## config.mk

```make
export PLATFORM = sky130hd
export DESIGN_NAME = mont_exp_ctrl
export DESIGN_NICKNAME = d
export VERILOG_FILES = /design/src/rtl/mont_exp_ctrl.sv
export SDC_FILE = /design/constraint.sdc
export NUM_CORES = 1
export LEC_CHECK = 0
export ABC_AREA = 1
export BUFFER_PORTS_ARGS = -buffer_cell sky130_fd_sc_hd__buf_2
export CAP_MARGIN = 20
export CORE_MARGIN = 1
export CORE_UTILIZATION = 49
export DETAILED_ROUTE_END_ITERATION = 6
export GPL_ROUTABILITY_DRIVEN = 1
export PLACE_DENSITY = 0.8
export SYNTH_ARGS = -nofsm -noshare
export SYNTH_HDL_FRONTEND = slang
export SYNTH_SLANG_ARGS = --single-unit
```

## constraint.sdc

```tcl
create_clock -name clk -period 2.5 [get_ports clk]
set_clock_uncertainty 0.05 [all_clocks]
set_input_delay 0.5 -clock clk [delete_from_list [all_inputs] [get_ports clk]]
set_output_delay 0.5 -clock clk [all_outputs]
set_load 0.005 [all_outputs]
```

## src/rtl/mont_exp_ctrl.sv

```systemverilog
// rtl/mont_exp_ctrl.sv - Montgomery modular exponentiation sequencer (square-and-always-multiply)
module mont_exp_ctrl #(
    parameter int WORD_WIDTH = 32,
    parameter int EXP_WIDTH  = 32
) (
    input  logic                  clk,
    input  logic                  reset_n,
    input  logic                  start,
    input  logic [WORD_WIDTH-1:0] m,
    input  logic [WORD_WIDTH-1:0] base_mont,
    input  logic [WORD_WIDTH-1:0] one_mont,
    input  logic [EXP_WIDTH-1:0]  exponent,
    output logic                  busy,
    output logic                  done,
    output logic                  err,
    output logic [WORD_WIDTH-1:0] result,
    output logic                  mm_enable,
    output logic [WORD_WIDTH-1:0] mm_x,
    output logic [WORD_WIDTH-1:0] mm_y,
    output logic [WORD_WIDTH-1:0] mm_m,
    output logic [WORD_WIDTH:0]   mm_R,
    input  logic                  mm_done,
    input  logic [WORD_WIDTH-1:0] mm_result
);

    localparam int IDX_W = (EXP_WIDTH > 1) ? $clog2(EXP_WIDTH) : 1;

    typedef enum logic [2:0] {
        S_IDLE,
        S_SQ_ISSUE,
        S_SQ_WAIT,
        S_MUL_ISSUE,
        S_MUL_WAIT,
        S_CONV_ISSUE,
        S_CONV_WAIT,
        S_DONE
    } state_t;

    state_t                r_state;
    state_t                w_next;
    logic [WORD_WIDTH-1:0] r_m;
    logic [WORD_WIDTH-1:0] r_base;
    logic [EXP_WIDTH-1:0]  r_exp;
    logic [WORD_WIDTH-1:0] r_acc;
    logic [IDX_W-1:0]      r_idx;
    logic [WORD_WIDTH-1:0] r_result;
    logic                  r_err;

    assign mm_R   = {1'b1, {WORD_WIDTH{1'b0}}};
    assign mm_m   = r_m;
    assign result = r_result;
    assign err    = r_err;

    // State register; reset aborts any multiplier operation in flight
    always_ff @(posedge clk or negedge reset_n) begin
        if (!reset_n) begin
            r_state <= S_IDLE;
        end else begin
            r_state <= w_next;
        end
    end

    // Next state and decoded outputs; operands are held steady across each issue/wait pair
    always_comb begin
        w_next    = r_state;
        busy      = (r_state != S_IDLE);
        done      = 1'b0;
        mm_enable = 1'b0;
        mm_x      = r_acc;
        mm_y      = r_acc;
        case (r_state)
            S_IDLE: begin
                if (start) begin
                    w_next = m[0] ? S_SQ_ISSUE : S_DONE;
                end
            end
            S_SQ_ISSUE: begin
                mm_enable = 1'b1;
                w_next    = S_SQ_WAIT;
            end
            S_SQ_WAIT: begin
                if (mm_done) begin
                    w_next = S_MUL_ISSUE;
                end
            end
            S_MUL_ISSUE: begin
                mm_enable = 1'b1;
                mm_y      = r_base;
                w_next    = S_MUL_WAIT;
            end
            S_MUL_WAIT: begin
                mm_y = r_base;
                if (mm_done) begin
                    w_next = (r_idx == '0) ? S_CONV_ISSUE : S_SQ_ISSUE;
                end
            end
            S_CONV_ISSUE: begin
                mm_enable = 1'b1;
                mm_y      = WORD_WIDTH'(1);
                w_next    = S_CONV_WAIT;
            end
            S_CONV_WAIT: begin
                mm_y = WORD_WIDTH'(1);
                if (mm_done) begin
                    w_next = S_DONE;
                end
            end
            S_DONE: begin
                done   = 1'b1;
                w_next = S_IDLE;
            end
            default: begin
                w_next = S_IDLE;
            end
        endcase
    end

    // Datapath: operand capture, accumulator updates (multiply product kept only for set exponent bits), result
    always_ff @(posedge clk or negedge reset_n) begin
        if (!reset_n) begin
            r_m      <= '0;
            r_base   <= '0;
            r_exp    <= '0;
            r_acc    <= '0;
            r_idx    <= '0;
            r_result <= '0;
            r_err    <= 1'b0;
        end else begin
            case (r_state)
                S_IDLE: begin
                    if (start) begin
                        if (m[0]) begin
                            r_m    <= m;
                            r_base <= base_mont;
                            r_exp  <= exponent;
                            r_acc  <= one_mont;
                            r_idx  <= IDX_W'(EXP_WIDTH - 1);
                            r_err  <= 1'b0;
                        end else begin
                            r_err    <= 1'b1;
                            r_result <= '0;
                        end
                    end
                end
                S_SQ_WAIT: begin
                    if (mm_done) begin
                        r_acc <= mm_result;
                    end
                end
                S_MUL_WAIT: begin
                    if (mm_done) begin
                        if (r_exp[r_idx]) begin
                            r_acc <= mm_result;
                        end
                        if (r_idx != '0) begin
                            r_idx <= r_idx - 1'b1;
                        end
                    end
                end
                S_CONV_WAIT: begin
                    if (mm_done) begin
                        r_result <= mm_result;
                    end
                end
                default: begin
                end
            endcase
        end
    end

endmodule

```

-- Yosys cells after proc, flatten, opt, wreduce, memory -nomap -nowiden
Index checks and enable logic that the tools add are counted.
Widths: inputs -> output; s select.
- reductions and logical operators: 16
- add/subtract/negate cells: 1
- eq/ne operators: 15
- $lt $le $gt $ge: 1
- multiplexer cells: 27
- operators by type and width (cell ; number):
    $mux 32 ; 7
    $pmux 32 s2 ; 2
    $pmux 32 s3 ; 1
    $pmux 3 s8 ; 1
    $mux 5 ; 4
    $mux 3 ; 6
    $ne 2x2->1 const B ; 8
    $eq 3x3->1 const B ; 4
    $pmux 5 s2 ; 1
    $reduce_and 4->1 ; 2
    $eq 3x2->1 const B ; 2
    $lt 5x6->1 const B ; 1
    $reduce_and 6->1 ; 1
    $reduce_bool 3->1 ; 2
    $bmux 1 s5 ; 1
    $logic_not 5->1 ; 1
    $reduce_and 5->1 ; 1
    $reduce_bool 5->1 ; 1
    $sub 5x1->5 const B ; 1
    $mux 1 ; 4
    $reduce_bool 2->1 ; 2
    $reduce_or 2->1 ; 2
    $eq 3x1->1 const B ; 1
    $logic_not 3->1 ; 1
    other kinds (3) ; 3
- output and inout port bits: 165
- register bits: 169
- input port bits: 164
- word-level logic and storage cells: 68

-- Depth between registers and ports, before layout
- word-level depth: 5
- gate-level depth with buffers: 12
- depth with buffers taken out: 11

-- Worst setup path before layout
Ideal clock, no wire load.
- kind: register to output
- start: register r_state[1]
- end: output port mm_y[10]
- required time: 1950 ps
- slack: 658 ps
- data arrival time: 1292 ps
- buffers on the path: 1
- stages on the path, launching flop included: 7
- path through: dfrtp_1 nor2_1 nand2_1 nand2_1 nor2_1 buf_2 a22o_1
- longest elaborated chain between the ends: 3
- RTL lines (item ; line ; text):
    start: declaration ; 39 ; state_t r_state;
    start signal: assignment ; 59 ; r_state <= w_next;
    $eq 3x3->1 or $eq 3x2->1 (tied branches) ; 71 ; case (r_state)
    $reduce_or 2->1 (no line) ; n/a ;
    $pmux 32 s2 (*) ; 71 ;
    end: declaration ; 19 ; output logic [WORD_WIDTH-1:0] mm_y,
Every way passes the cells marked *; elsewhere a longest branch is shown, timed or not.

-- Final worst setup path
- start: register r_state[2]
- end: output port mm_y[22]
The elaborated chain is that of the path after synthesis.

==> summary.md <==
| Metric | Value |
|---|---|
| Status | `completed` |
| Initial antenna violation count | `0` |
| Final TNS setup | `0 ns` |
| Internal cell power | `8280 uW` |
| Final setup violating endpoints | `0` |
| Ranking of synthesized cells by area | `dfrtp_1 53%, nand2_1 17%, inv_1 4.5%` |
| Num CTS Buffers | `17` |
| Area of the multi-input gates | `2970 um^2` |
| Final routed DRC violation total | `0` |
| Routed WL | `22400 um` |
| Crit path max-delay family | `buffers and inverters` |
| Fillcell total | `1366` |
| Starting Density | `50.2%` |
| FMAX | `418 MHz` |
| Setup ws final | `0.107 ns` |
| Crit. End Element | `output pin` |
| Pins Over Slew Limit | `0` |
| Yosys Warn Count | `0` |
| CP bufs+invs | `3` |
| Sw power | `5570 uW` |
| CTS tree | `built` |
| CTS Sinks | `169` |
| RSZ-0062 raised after global routing | `no` |
| Gr ovfl total | `0` |
| Hold crit path type | `input pin to register` |
| Reg clk slew, reported paths | `0.07 ns` |
| Most frequent cells in the layout | `353 x nand2_1, 294 x buf_2, 168 x dfrtp_1` |
| Max Root-Sink Buffers | `2` |
| Critical path's slowest cell | `dfrtp_1` |
| Initial DRT Pass Iterations | `5` |
| Sequential Area | `4230 um^2` |
| Num rows | `46` |
| Max FO, Critical Path | `32` |
| Fin crit share | `95.7%` |
| Root Buffer | `clkbuf_16` |
| Maximum vdd drop | `0.000629 V` |
| CP arrival | `1.84 ns` |
| DR iter-0 viols | `498` |
| RePlAce Congestion | `0.900` |
| Fin util | `64.2%` |
| Antenna-violating nets left | `0` |
| Clock Power Share | `19.6%` |
| Hpwl dp | `15800 um` |
| Required time worst endpoint | `1.95 ns` |
| Worst Setup SP | `r_state[2]` |
| Total power | `13800 uW` |
| Skew-Pair Late Insertion Delay | `0.42 ns` |
| Slowest stage delay, CP | `0.41 ns` |
| H-tree depth | `4` |
| Pleak | `0.00581 uW` |
| Via count | `7406` |
| Placed cell areas | `9530 um^2` |
| Mapped Area | `7970 um^2` |
| WL/cell | `15.1 um` |
| Seq/Total Area, Yosys | `53.1%` |
| P per Cell Area | `1360 nW/um^2` |
| Seq cells post-synth | `169` |
| Crit path cell chain | `inv_2 > nand3_1 > nand2_1 > buf_8 > a22o_1 > buf_2` |
| Worst-margin pin slew | `0.709 ns` |
| Max cap viols | `0` |
| Port bufs | `295` |
| Ratio of cells with drive above 1 in the final layout | `29.0%` |
| Final #Nets | `1419` |
| Synth Instances | `975` |
| Final Hold Viols | `0` |
| Share of the synthesized area in the top cell type | `53.1%` |
| Syn_area_per_cell | `8.18 um^2` |
| Sw Share | `40.2%` |
| Largest net degree at the start of global routing | `101` |
| Combinational share of power | `44.7%` |
| Library cell with the largest summed area after synthesis | `dfrtp_1` |
| Die span in x | `130 um` |
| Core footprint | `15900 um^2` |
| CP Launch Type | `register` |
| Vias in the first global route | `6696` |
| Commonest non-fill, non-tap cell in the layout | `nand2_1` |
| First-pass GRT wire length | `33900 um` |
| Worst slack, placed | `0.0629 ns` |
| Total GRT Usage | `26.6%` |
| Via-to-Cell Ratio | `4.99` |
| Final instance area | `10200 um^2` |
| Clock period minus worst slack | `2.39 ns` |
| # IOs | `329` |
| CP Class | `register to output pin` |
| Yosys cell types | `31` |
| Critical R2R Launch | `r_state[0]` |
| Hold Crit Start | `base_mont[2]` |
| Worst rel slew slack | `52.6%` |
| Die area | `16800 um^2` |
| Die height | `130 um` |
| Sequential power share | `35.6%` |
| Layout area overhead | `28.0%` |
[sequential cells by signal, indices dropped and copies added (netlist names)]
register and flops:
mm_m 32, mm_x 32, r_base 32, r_exp 32, result 32, r_idx 5, r_state 3, err 1
[per-layer routing]
| layer | wire length (um) | GRT usage (%) | vias to the layer above |
|---|---|---|---|
| li1 | - | - | 3603 |
| met1 | 9730 | 35.7 | 3433 |
| met2 | 10400 | 41.3 | 312 |
| met3 | 1400 | 5.66 | 58 |
| met4 | 837 | 12.4 | 0 |
| met5 | 0 | 0 | - |
[path summary, 6_finish.rpt]
kind / endpoint / depth (start not counted) / slack [ns]
min in group asynchronous: r_exp[10] / 2 / 0.55
setup / recovery: mm_y[22] / 6 / 0.11
max in group asynchronous: mm_x[22] / 3 / 1.13
setup reg to reg: mm_x[14] / 10 / 0.18
hold reg to reg: mm_m[0] / 1 / 0.41
hold / removal: r_base[2] / 3 / 0.22
[worst reg2reg max path, stage by stage (launching register included)]
cell and delay (ns):
dfrtp_1 0.42, inv_2 0.08, buf_4 0.15, nand2_2 0.09
nor2_4 0.06, nand2_1 0.07, o21ai_1 0.19, nor3_4 0.20
nand3_2 0.57, nand2_1 0.26, nand2_1 0.07
[per-stage QoR]
stage / cells / hold WS [ns]
floorplan: 1006 / 0.154
global placement: 1448 / 0.398
detailed placement: 1448 / 0.401
CTS: 1482 / 0.205
global route: 1483 / 0.213
finish: 1484 / 0.220
[logic make-up (layout without fill, tap and decap cells)]
| group | after synthesis | count (layout) | share of synthesized area (%) |
|---|---|---|---|
| and+or+nand+nor | 472 | 472 | 24.2 |
| buffers and inverters | 190 | 451 | 11.4 |
| other | 2 | 34 | 0.0942 |
| DFF | 169 | 169 | 53.1 |
| AOI/OAI and AO/OA | 141 | 141 | 11.1 |
| adders and majority gates | 1 | 1 | 0.157 |
[layout make-up]
type	instances	share of cell area, %
multi-input combinational	647	29.1
tap	216	2.65
timing repair buffer	317	17.0
inverter	102	3.75
clock buffer	17	4.17
clock inverter	15	1.86
antenna	1	0.0245
sequential	169	41.4
[cells in the mapped netlist]
library cell and number:
a21oi_1 39, a22o_1 31, a22oi_1 2, a41oi_1 1, buf_1 3, buf_2 33
buf_4 38, buf_6 2, clkbuf_1 12, conb_1 2, dfrtp_1 169, ha_1 1
inv_1 95, inv_2 7, nand2_1 354, nand2_2 1, nand3_1 21, nand3_2 1
nand3b_1 1, nand4_1 34, nor2_1 53, nor2_4 2, nor3_1 3, nor3_4 1
o211ai_1 2, o21a_1 1, o21ai_0 31, o21ai_1 2, o21ai_2 1, o22ai_1 31
or2_2 1
[power by group through the flow]
stage / Sequential [uW] / Clock, uW / Combinational [uW]
2_1_floorplan: 4810 / 0 / 3710
3_3_place_gp: 4920 / 0 / 5840
3_5_place_dp: 4940 / 0 / 6050
4_1_cts: 4920 / 2770 / 6170
5_1_grt: 5070 / 2880 / 6950
6_report: 4940 / 2720 / 6190
[what timing repair did]
item | CTS | global route
resized for setup | 2 | 4
endpoints found under the setup margin | 32 | 32
endpoints found under the hold margin | 48 | 0
hold buffers | 1 | 0
setup buffers | 1 | 1
pin swaps | 1 | 1
Note: power is estimated with default switching activity, not from simulation.
